`src/rtl/hazard_control_unit.sv`:
```
// Hazard/stall controller for the 5-stage MIPS pipeline: load-use and MDU
// interlocks, stretched redirect flushes and a saturating stall-cycle counter.
module hazard_control_unit #(
  parameter int REG_W        = 5,
  parameter int LOAD_STAGES  = 2,
  parameter int MDU_LAT      = 4,
  parameter int FLUSH_CYCLES = 1,
  parameter int CNT_W        = 16
) (
  input  logic             clk,
  input  logic             reset,
  input  logic [REG_W-1:0] id_rs,
  input  logic [REG_W-1:0] id_rt,
  input  logic             id_uses_rs,
  input  logic             id_uses_rt,
  input  logic             id_mdu_dep,
  input  logic [REG_W-1:0] ex_dst,
  input  logic             ex_mem_read,
  input  logic [REG_W-1:0] mem_dst,
  input  logic             mem_mem_read,
  input  logic             mdu_start,
  input  logic             branch_taken,
  input  logic [1:0]       jump,
  input  logic             stat_clear,
  output logic             pc_write,
  output logic             if_id_write,
  output logic             stall_info,
  output logic             flush,
  output logic             mdu_busy,
  output logic [CNT_W-1:0] stall_cycles
);

  localparam logic [3:0]       MDU_LOAD   = 4'(MDU_LAT);
  localparam logic [1:0]       FLUSH_LOAD = 2'(FLUSH_CYCLES - 1);
  localparam logic [CNT_W-1:0] CNT_MAX    = {CNT_W{1'b1}};
  localparam logic [CNT_W-1:0] CNT_ZERO   = {CNT_W{1'b0}};
  localparam logic [CNT_W-1:0] CNT_ONE    = {{(CNT_W-1){1'b0}}, 1'b1};
  localparam logic [REG_W-1:0] REG_ZERO   = {REG_W{1'b0}};

  // A load only hurts if it writes a real register that the ID instruction reads.
  function automatic logic load_match(
    input logic             is_load,
    input logic [REG_W-1:0] dst,
    input logic [REG_W-1:0] rs,
    input logic [REG_W-1:0] rt,
    input logic             uses_rs,
    input logic             uses_rt
  );
    return is_load & (dst != REG_ZERO) &
           ((uses_rs & (dst == rs)) | (uses_rt & (dst == rt)));
  endfunction

  logic [3:0]       mdu_cnt_r;
  logic [3:0]       mdu_cnt_nxt_s;
  logic [1:0]       flush_cnt_r;
  logic [1:0]       flush_cnt_nxt_s;
  logic [CNT_W-1:0] stall_cycles_r;
  logic [CNT_W-1:0] stall_cycles_nxt_s;
  logic             ex_hit_s;
  logic             mem_hit_s;
  logic             lh_s;
  logic             mh_s;
  logic             redir_s;
  logic             flush_act_s;
  logic             stall_sel_s;

  assign ex_hit_s = load_match(ex_mem_read, ex_dst, id_rs, id_rt, id_uses_rs, id_uses_rt);

  generate
    if (LOAD_STAGES == 2) begin : g_mem_check
      assign mem_hit_s = load_match(mem_mem_read, mem_dst, id_rs, id_rt, id_uses_rs, id_uses_rt);
    end else begin : g_no_mem_check
      assign mem_hit_s = 1'b0;
    end
  endgenerate

  // Hazard and redirect detection; a squashed ID instruction cannot stall.
  always_comb begin
    lh_s        = ex_hit_s | mem_hit_s;
    mh_s        = id_mdu_dep & (mdu_start | (mdu_cnt_r > 4'd1));
    redir_s     = branch_taken | (jump != 2'b00);
    flush_act_s = redir_s | (flush_cnt_r != 2'b00);
    stall_sel_s = ~reset & ~flush_act_s & (lh_s | mh_s);
  end

  // Pipeline control outputs with priority reset > flush > stall.
  always_comb begin
    pc_write     = 1'b1;
    if_id_write  = 1'b1;
    stall_info   = 1'b0;
    flush        = 1'b0;
    mdu_busy     = 1'b0;
    stall_cycles = stall_cycles_r;
    if (reset) begin
      pc_write    = 1'b0;
      if_id_write = 1'b0;
      stall_info  = 1'b1;
    end else if (flush_act_s) begin
      stall_info = 1'b1;
      flush      = 1'b1;
      mdu_busy   = (mdu_cnt_r != 4'd0);
    end else if (lh_s | mh_s) begin
      pc_write    = 1'b0;
      if_id_write = 1'b0;
      stall_info  = 1'b1;
      mdu_busy    = (mdu_cnt_r != 4'd0);
    end else begin
      mdu_busy = (mdu_cnt_r != 4'd0);
    end
  end

  // Next-state for the MDU, flush-window and stall-statistics counters.
  always_comb begin
    mdu_cnt_nxt_s      = mdu_cnt_r;
    flush_cnt_nxt_s    = flush_cnt_r;
    stall_cycles_nxt_s = stall_cycles_r;
    if (mdu_start) begin
      mdu_cnt_nxt_s = MDU_LOAD;
    end else if (mdu_cnt_r != 4'd0) begin
      mdu_cnt_nxt_s = mdu_cnt_r - 4'd1;
    end else begin
      mdu_cnt_nxt_s = mdu_cnt_r;
    end
    if (redir_s) begin
      flush_cnt_nxt_s = FLUSH_LOAD;
    end else if (flush_cnt_r != 2'b00) begin
      flush_cnt_nxt_s = flush_cnt_r - 2'b01;
    end else begin
      flush_cnt_nxt_s = flush_cnt_r;
    end
    if (stat_clear) begin
      stall_cycles_nxt_s = CNT_ZERO;
    end else if (stall_sel_s && (stall_cycles_r != CNT_MAX)) begin
      stall_cycles_nxt_s = stall_cycles_r + CNT_ONE;
    end else begin
      stall_cycles_nxt_s = stall_cycles_r;
    end
  end

  // Counter registers with synchronous reset.
  always_ff @(posedge clk) begin
    if (reset) begin
      mdu_cnt_r      <= 4'd0;
      flush_cnt_r    <= 2'b00;
      stall_cycles_r <= CNT_ZERO;
    end else begin
      mdu_cnt_r      <= mdu_cnt_nxt_s;
      flush_cnt_r    <= flush_cnt_nxt_s;
      stall_cycles_r <= stall_cycles_nxt_s;
    end
  end

endmodule

```
`config.mk`:
```
export PLATFORM = sky130hd
export DESIGN_NAME = hazard_control_unit
export DESIGN_NICKNAME = d
export VERILOG_FILES = /design/src/rtl/hazard_control_unit.sv
export SDC_FILE = /design/constraint.sdc
export NUM_CORES = 1
export LEC_CHECK = 0
export ABC_AREA = 1
export BUFFER_PORTS_ARGS = -buffer_cell sky130_fd_sc_hd__buf_2
export CORE_UTILIZATION = 34
export CTS_CLUSTER_DIAMETER = 150
export DETAILED_ROUTE_END_ITERATION = 12
export SYNTH_ARGS = -nofsm -noshare
export SYNTH_HDL_FRONTEND = slang
export SYNTH_SLANG_ARGS = --single-unit
```
`constraint.sdc`:
```
create_clock -name clk -period 4.9 [get_ports clk]
set_input_delay 0.735 -clock clk [delete_from_list [all_inputs] [get_ports clk]]
set_output_delay 0.735 -clock clk [all_outputs]
set_load 0.02 [all_outputs]
```
==> flow_summary_export.csv, run 1 <==
group,metric,value,unit
status,run_status,"finished clean",
yosys,yosysUniqueCellTypes,30,
clocking,cts.clk_slew.worst_paths,80,ps
final_layout,nFillCells,594,
grt,grt_overflow,0,
yosys,syn_area,1880,µm²
pwr,power_density,185,nW/µm²
floorplanning,floorplan.die.width,76.3,µm
min_path,worstHoldPathType,"reg -> reg",
routing,post_route_ant_nets,0,
routing,drt_first_pass_iters,4,
setup_path,cp-end-kind,"output port",
pwr,total_power,0.412,mW
sta,tightestPinTransition,639,ps
placed_design,gp_congestion,0.798,
final_layout,finalNonFillerCells,448,
setup_path,cp_data_arrival_time,2170,ps
sta,rsz0062_at_grt,"no",
clocking,htreeDepth,1,
sta,clock-skew-final,8.28,ps
placed_design,post-dp-hpwl,3380,µm
placed_design,pre_cts_ws,2000,ps
floorplanning,die_height,76.3,µm
yosys,synth_edf_count,0,
final_layout,layout.core_utilization,42.8,%
placed_design,place_inst,444,
sta,min_period_over_period,59.3,%
sta,finalSetupViolations,0,
clocking,clock_tree_from_tritoncts,"done",
final_layout,finalNetCount,415,
grt,grt_max_degree,28,
clocking,cts_setup_buffers,0,
routing,route.detailed.vias_per_inst,4.48,
sta,max_freq,0.344,GHz
sta,final.min_clock_period,2900,ps
placed_design,postPlaceCellArea,2170,µm²
min_path,worstHoldPathCells,1,
pwr,power.share.switching,30.3,%
routing,first_iter_violations,60,
pwr,p_sw,0.125,mW
setup_path,ff2ff_setup_slack,3060,ps
floorplanning,core_area,5200,µm²
floorplanning,floorplan.die_area,5820,µm²
setup_path,worst-setup-path-type,"in -> out",
yosys,synth-async-reset-ratio,0,%
yosys,netlist.area_leader.share,23.5,%
final_layout,finish.instance_area,2230,µm²
grt,grt_pass1_wl,7530,µm
yosys,netlist.top_cell.by_area,"dfxtp_1",
sta,post-route-worst-setup-slack,2000,ps
yosys,synth_top_cells_by_area,"dfxtp_1 (23%), nand2_1 (21%), inv_1 (12%)",
final_layout,multi_input_area,1140,µm²
floorplanning,start_util,36.1,%
routing,dr_total_vias,2009,
sta,maxSlewHeadroom,57.3,%
clocking,cts-resized-gates,0,
pwr,cellLeakagePower,1.24,nW
yosys,syn_inst,328,
routing,wl,4270,µm
yosys,synthMostInstantiatedCell,"nand2_1",
yosys,synth.yosys.warnings,0,
pwr,internal_power,0.287,mW
yosys,postSynthRegisterBits,22,
clocking,clk_path_buf_depth,2,
clocking,cts_buffers,3,
setup_path,r2r.worst_path.cells,8,
pwr,comb_power_share,22.7,%
routing,drcViolationCount,0,
routing,wire_per_inst,9.54,µm
grt,grt_pass1_vias,1788,
clocking,clock_tree.root_cell,"clkbuf_8",
pwr,seqPwrFrac,44.7,%
sta,maxSlewViolCount,0,
pwr,worst_ir_drop_vdd,0.000142,V
setup_path,timing.critical_path.required,4160,ps
clocking,cts.sink_count,22,
yosys,synth_top_cells_by_count,"nand2_1 (105), inv_1 (58), nor2_1 (53), dfxtp_1 (22), nand3_1 (22)",
sta,holdWs,501,ps
clocking,holdBufCountCts,0,
setup_path,worst_setup_path_start_kind,"input port",
pwr,pwr-share-clk,32.6,%
final_layout,syn2layout_area_growth,18.8,%
final_layout,diodes,0,
floorplanning,rows,26,
floorplanning,top_level_ports,53,
grt,grt_util_all_layers,15.4,%
flow_run,cap_viol_max_count,0,
yosys,synthesized_nets,364,
sta,timing_hold_violations_final,0,
final_layout,final_layout_size_suffix_gt1_share,21.4,%
final_layout,register_area,440,µm²
clocking,clkLatencyLatePin,270,ps
yosys,synth_sequential_area_ratio,23.5,%
setup_path,critical_path_maximum_fanout,27,
sta,setup-tns-final,0,ps
yosys,synth_top_flop_cell,"dfxtp_1",
grt,antenna_found_initial,0,
yosys,post_synth.cell_area_avg,5.72,µm²
placed_design,port_buffers,52,
-- critical path, stage by stage --
cell and delay (ps):
buf_2 90, inv_1 110, nand4_1 120, o21ai_0 150, inv_1 60, nand2_2 90
nand3_4 270, o21ai_0 310, buf_2 210
-- routing by layer --
| layer | vias to the layer above | track usage (%) | part of all wire [%] |
|---|---|---|---|
| met5 | - | 0 | 0 |
| met4 | 0 | 4.81 | 1.4 |
| met3 | 6 | 2.51 | 5.0 |
| met2 | 51 | 24.9 | 41 |
| met1 | 845 | 20.9 | 52 |
| li1 | 1107 | - | - |
-- layout by cell type (no fill, tap or decap), types with 4 or more instances in the layout --
cell	netlist	final
o21ai_0	4	4
ha_1	4	4
nand4_1	14	14
nor3_1	5	5
buf_2	1	52
nand4_2	5	5
clkbuf_8	0	4
a21oi_1	4	4
inv_2	8	8
nand3_1	22	22
nand2_1	105	105
dfxtp_1	22	22
nor2_1	53	53
inv_1	58	58
-- sequential cells by signal, summed over array words and instances (netlist names) --
register and flops:
flush_cnt_r 2, stall_cycles 16, mdu_cnt_r 4
-- logic make-up after synthesis --
family	count (synthesis)	synth area share, %
AND/OR/NAND/NOR	215	52.3
buffers and inverters	72	15.9
flip-flops	22	23.5
AO/OA/AOI/OAI	12	4.33
adder cells (fa/ha/maj)	4	2.67
XOR/XNOR	3	1.40
-- area by class of cell --
class,instances,share of cell area [%]
repair buffers,52,11.7
clock buffers,4,2.47
well taps,70,3.93
inverters,66,11.1
flip-flops and latches,22,19.8
multi-input cells,234,51.1
-- power by group through the flow --
stage	Combinational (mW)	Sequential, mW	Clock (mW)
finish	0.0936	0.184	0.134
global route	0.108	0.185	0.146
CTS	0.0941	0.184	0.140
detailed placement	0.0937	0.188	0
global placement	0.0937	0.188	0
floorplan	0.0685	0.188	0
-- path summary, 6_finish.rpt --
kind | startpoint | end
worst max-delay path | ex_dst[2] | if_id_write
worst min register to register | mdu_cnt_r[0]$_SDFFE_PP0N_ | mdu_cnt_r[0]$_SDFFE_PP0N_
worst max register to register | flush_cnt_r[0]$_SDFFE_PP0P_ | stall_cycles[1]$_SDFFE_PP0P_
worst min-delay path | mdu_cnt_r[0]$_SDFFE_PP0N_ | mdu_cnt_r[0]$_SDFFE_PP0N_
No activity file was read; power rests on OpenSTA's default activity.
==> inputs of run 2 (changes only) <==
clock period = 2.9 ns   (was 4.9 ns; I/O delays follow)
==> flow_summary_export.csv, run 2 (synthesis results as in run 1) <==
group,metric,value,unit
final_layout,most-common-layout-cells,"nand2_1 (105), inv_1 (58), nor2_1 (53)",
sta,max_freq,0.466,GHz
sta,timing_hold_violations_final,0,
floorplanning,floorplan.die.width,76.3,µm
pwr,power.share.switching,30.4,%
setup_path,cp_data_arrival_time,1710,ps
sta,final.min_clock_period,2150,ps
final_layout,largest_reg_flops,16,
clocking,cts.clk_slew.worst_paths,80,ps
min_path,worstHoldPathType,"in -> reg",
sta,maxSlewViolCount,0,
grt,grt_max_degree,27,
final_layout,final_common_cell,"nand2_1",
pwr,pwr-share-clk,32.6,%
sta,maxSlewHeadroom,71.8,%
grt,grt_util_all_layers,16.0,%
routing,drt_first_pass_iters,4,
routing,post_route_ant_nets,0,
setup_path,timing.critical_path.required,2470,ps
setup_path,worst_setup_path_start_kind,"register",
placed_design,postPlaceCellArea,2190,µm²
grt,grt_pass1_wl,7810,µm
clocking,clk_path_buf_depth,2,
pwr,power_density,312,nW/µm²
grt,grt_pass1_vias,1852,
routing,route.detailed.vias_per_inst,4.50,
grt,grt_overflow,0,
routing,first_iter_violations,81,
floorplanning,floorplan.die_area,5820,µm²
grt,antenna_found_initial,0,
final_layout,finish.instance_area,2240,µm²
routing,dr_total_vias,2023,
clocking,clock_tree_from_tritoncts,"done",
clocking,holdBufCountCts,0,
floorplanning,top_level_ports,53,
setup_path,cp-end-kind,"output port",
floorplanning,die_height,76.3,µm
placed_design,port_buffers,52,
clocking,clkLatencyLatePin,270,ps
sta,tightestPinTransition,422,ps
final_layout,final_layout_size_suffix_gt1_share,21.8,%
pwr,comb_power_share,23.0,%
placed_design,post-dp-hpwl,3460,µm
status,run_status,"finished clean",
routing,wl,4360,µm
pwr,p_sw,0.213,mW
clocking,cts_setup_buffers,0,
clocking,htreeDepth,1,
pwr,worst_ir_drop_vdd,0.000228,V
sta,setup-tns-final,0,ps
pwr,internal_power,0.487,mW
placed_design,gp_congestion,0.807,
routing,drcViolationCount,0,
sta,rsz0062_at_grt,"no",
final_layout,finalNetCount,417,
routing,wire_per_inst,9.68,µm
final_layout,syn2layout_area_growth,19.6,%
sta,min_period_over_period,74.1,%
clocking,clock_tree.root_cell,"clkbuf_8",
flow_run,cap_viol_max_count,0,
clocking,cts-resized-gates,0,
floorplanning,rows,26,
sta,clock-skew-final,9.61,ps
floorplanning,core_area,5200,µm²
clocking,cts.sink_count,22,
setup_path,critical_path_maximum_fanout,4,
final_layout,nFillCells,587,
sta,finalSetupViolations,0,
floorplanning,start_util,36.1,%
clocking,cts_buffers,3,
pwr,seqPwrFrac,44.4,%
final_layout,diodes,0,
setup_path,worst-setup-path-type,"reg -> out",
pwr,cellLeakagePower,1.25,nW
[run 2: layout make-up]
| cell class | instances | area, µm² | share of cell area (%) |
|---|---|---|---|
| Multi-Input combinational cell | 234 | 1140 | 50.7 |
| Sequential cell | 22 | 440 | 19.6 |
| Inverter | 66 | 248 | 11.0 |
| Timing Repair Buffer | 54 | 275 | 12.3 |
| Clock buffer | 4 | 55.1 | 2.45 |
| Tap cell | 70 | 87.6 | 3.90 |
[run 2: power groups by stage]
stage          clock [mW]  sequential [mW]  combinational (mW)
6_report            0.228            0.311               0.161
5_1_grt             0.243            0.312               0.185
4_1_cts             0.234            0.311               0.162
3_5_place_dp            0            0.318               0.162
3_3_place_gp            0            0.318               0.162
2_1_floorplan           0            0.317               0.116
[run 2: metrics by stage]
stage | hold WS (ps) | util [%] | instances | setup slack [ps] | total power, mW
after global routing | 466 | 43.1 | 450 | 593 | 0.740
final | 447 | 43.1 | 450 | 752 | 0.700
after detailed placement | 483 | 42.1 | 446 | 902 | 0.480
after floorplan | 447 | - | 328 | 470 | 0.433
after global placement | 471 | 42.1 | 446 | 936 | 0.479
after CTS | 443 | 43.1 | 450 | 725 | 0.707
[run 2: critical path, stage by stage (launching register included)]
cell	delay [ps]
dfxtp_1	340
inv_1	80
ha_1	190
nor2_1	70
o31ai_4	270
nand3_4	100
o21ai_0	190
buf_2	200
[run 2: path summary, 6_finish.rpt]
check                               from                           end  slack (ps)  depth (start not counted)
max            mdu_cnt_r[0]$_SDFFE_PP0N_                   if_id_write         750                          7
max reg2reg  flush_cnt_r[0]$_SDFFE_PP0P_  stall_cycles[1]$_SDFFE_PP0P_        1120                          9
min                              jump[1]   flush_cnt_r[1]$_SDFFE_PP0P_         450                          4
min reg2reg    mdu_cnt_r[0]$_SDFFE_PP0N_     mdu_cnt_r[0]$_SDFFE_PP0N_         500                          1
[run 2: per-layer routing]
layer,routed length (µm),global-route usage (%)
met1,2220,21.3
met2,1830,26.5
met5,0,0
met3,264,2.51
met4,51,4.62
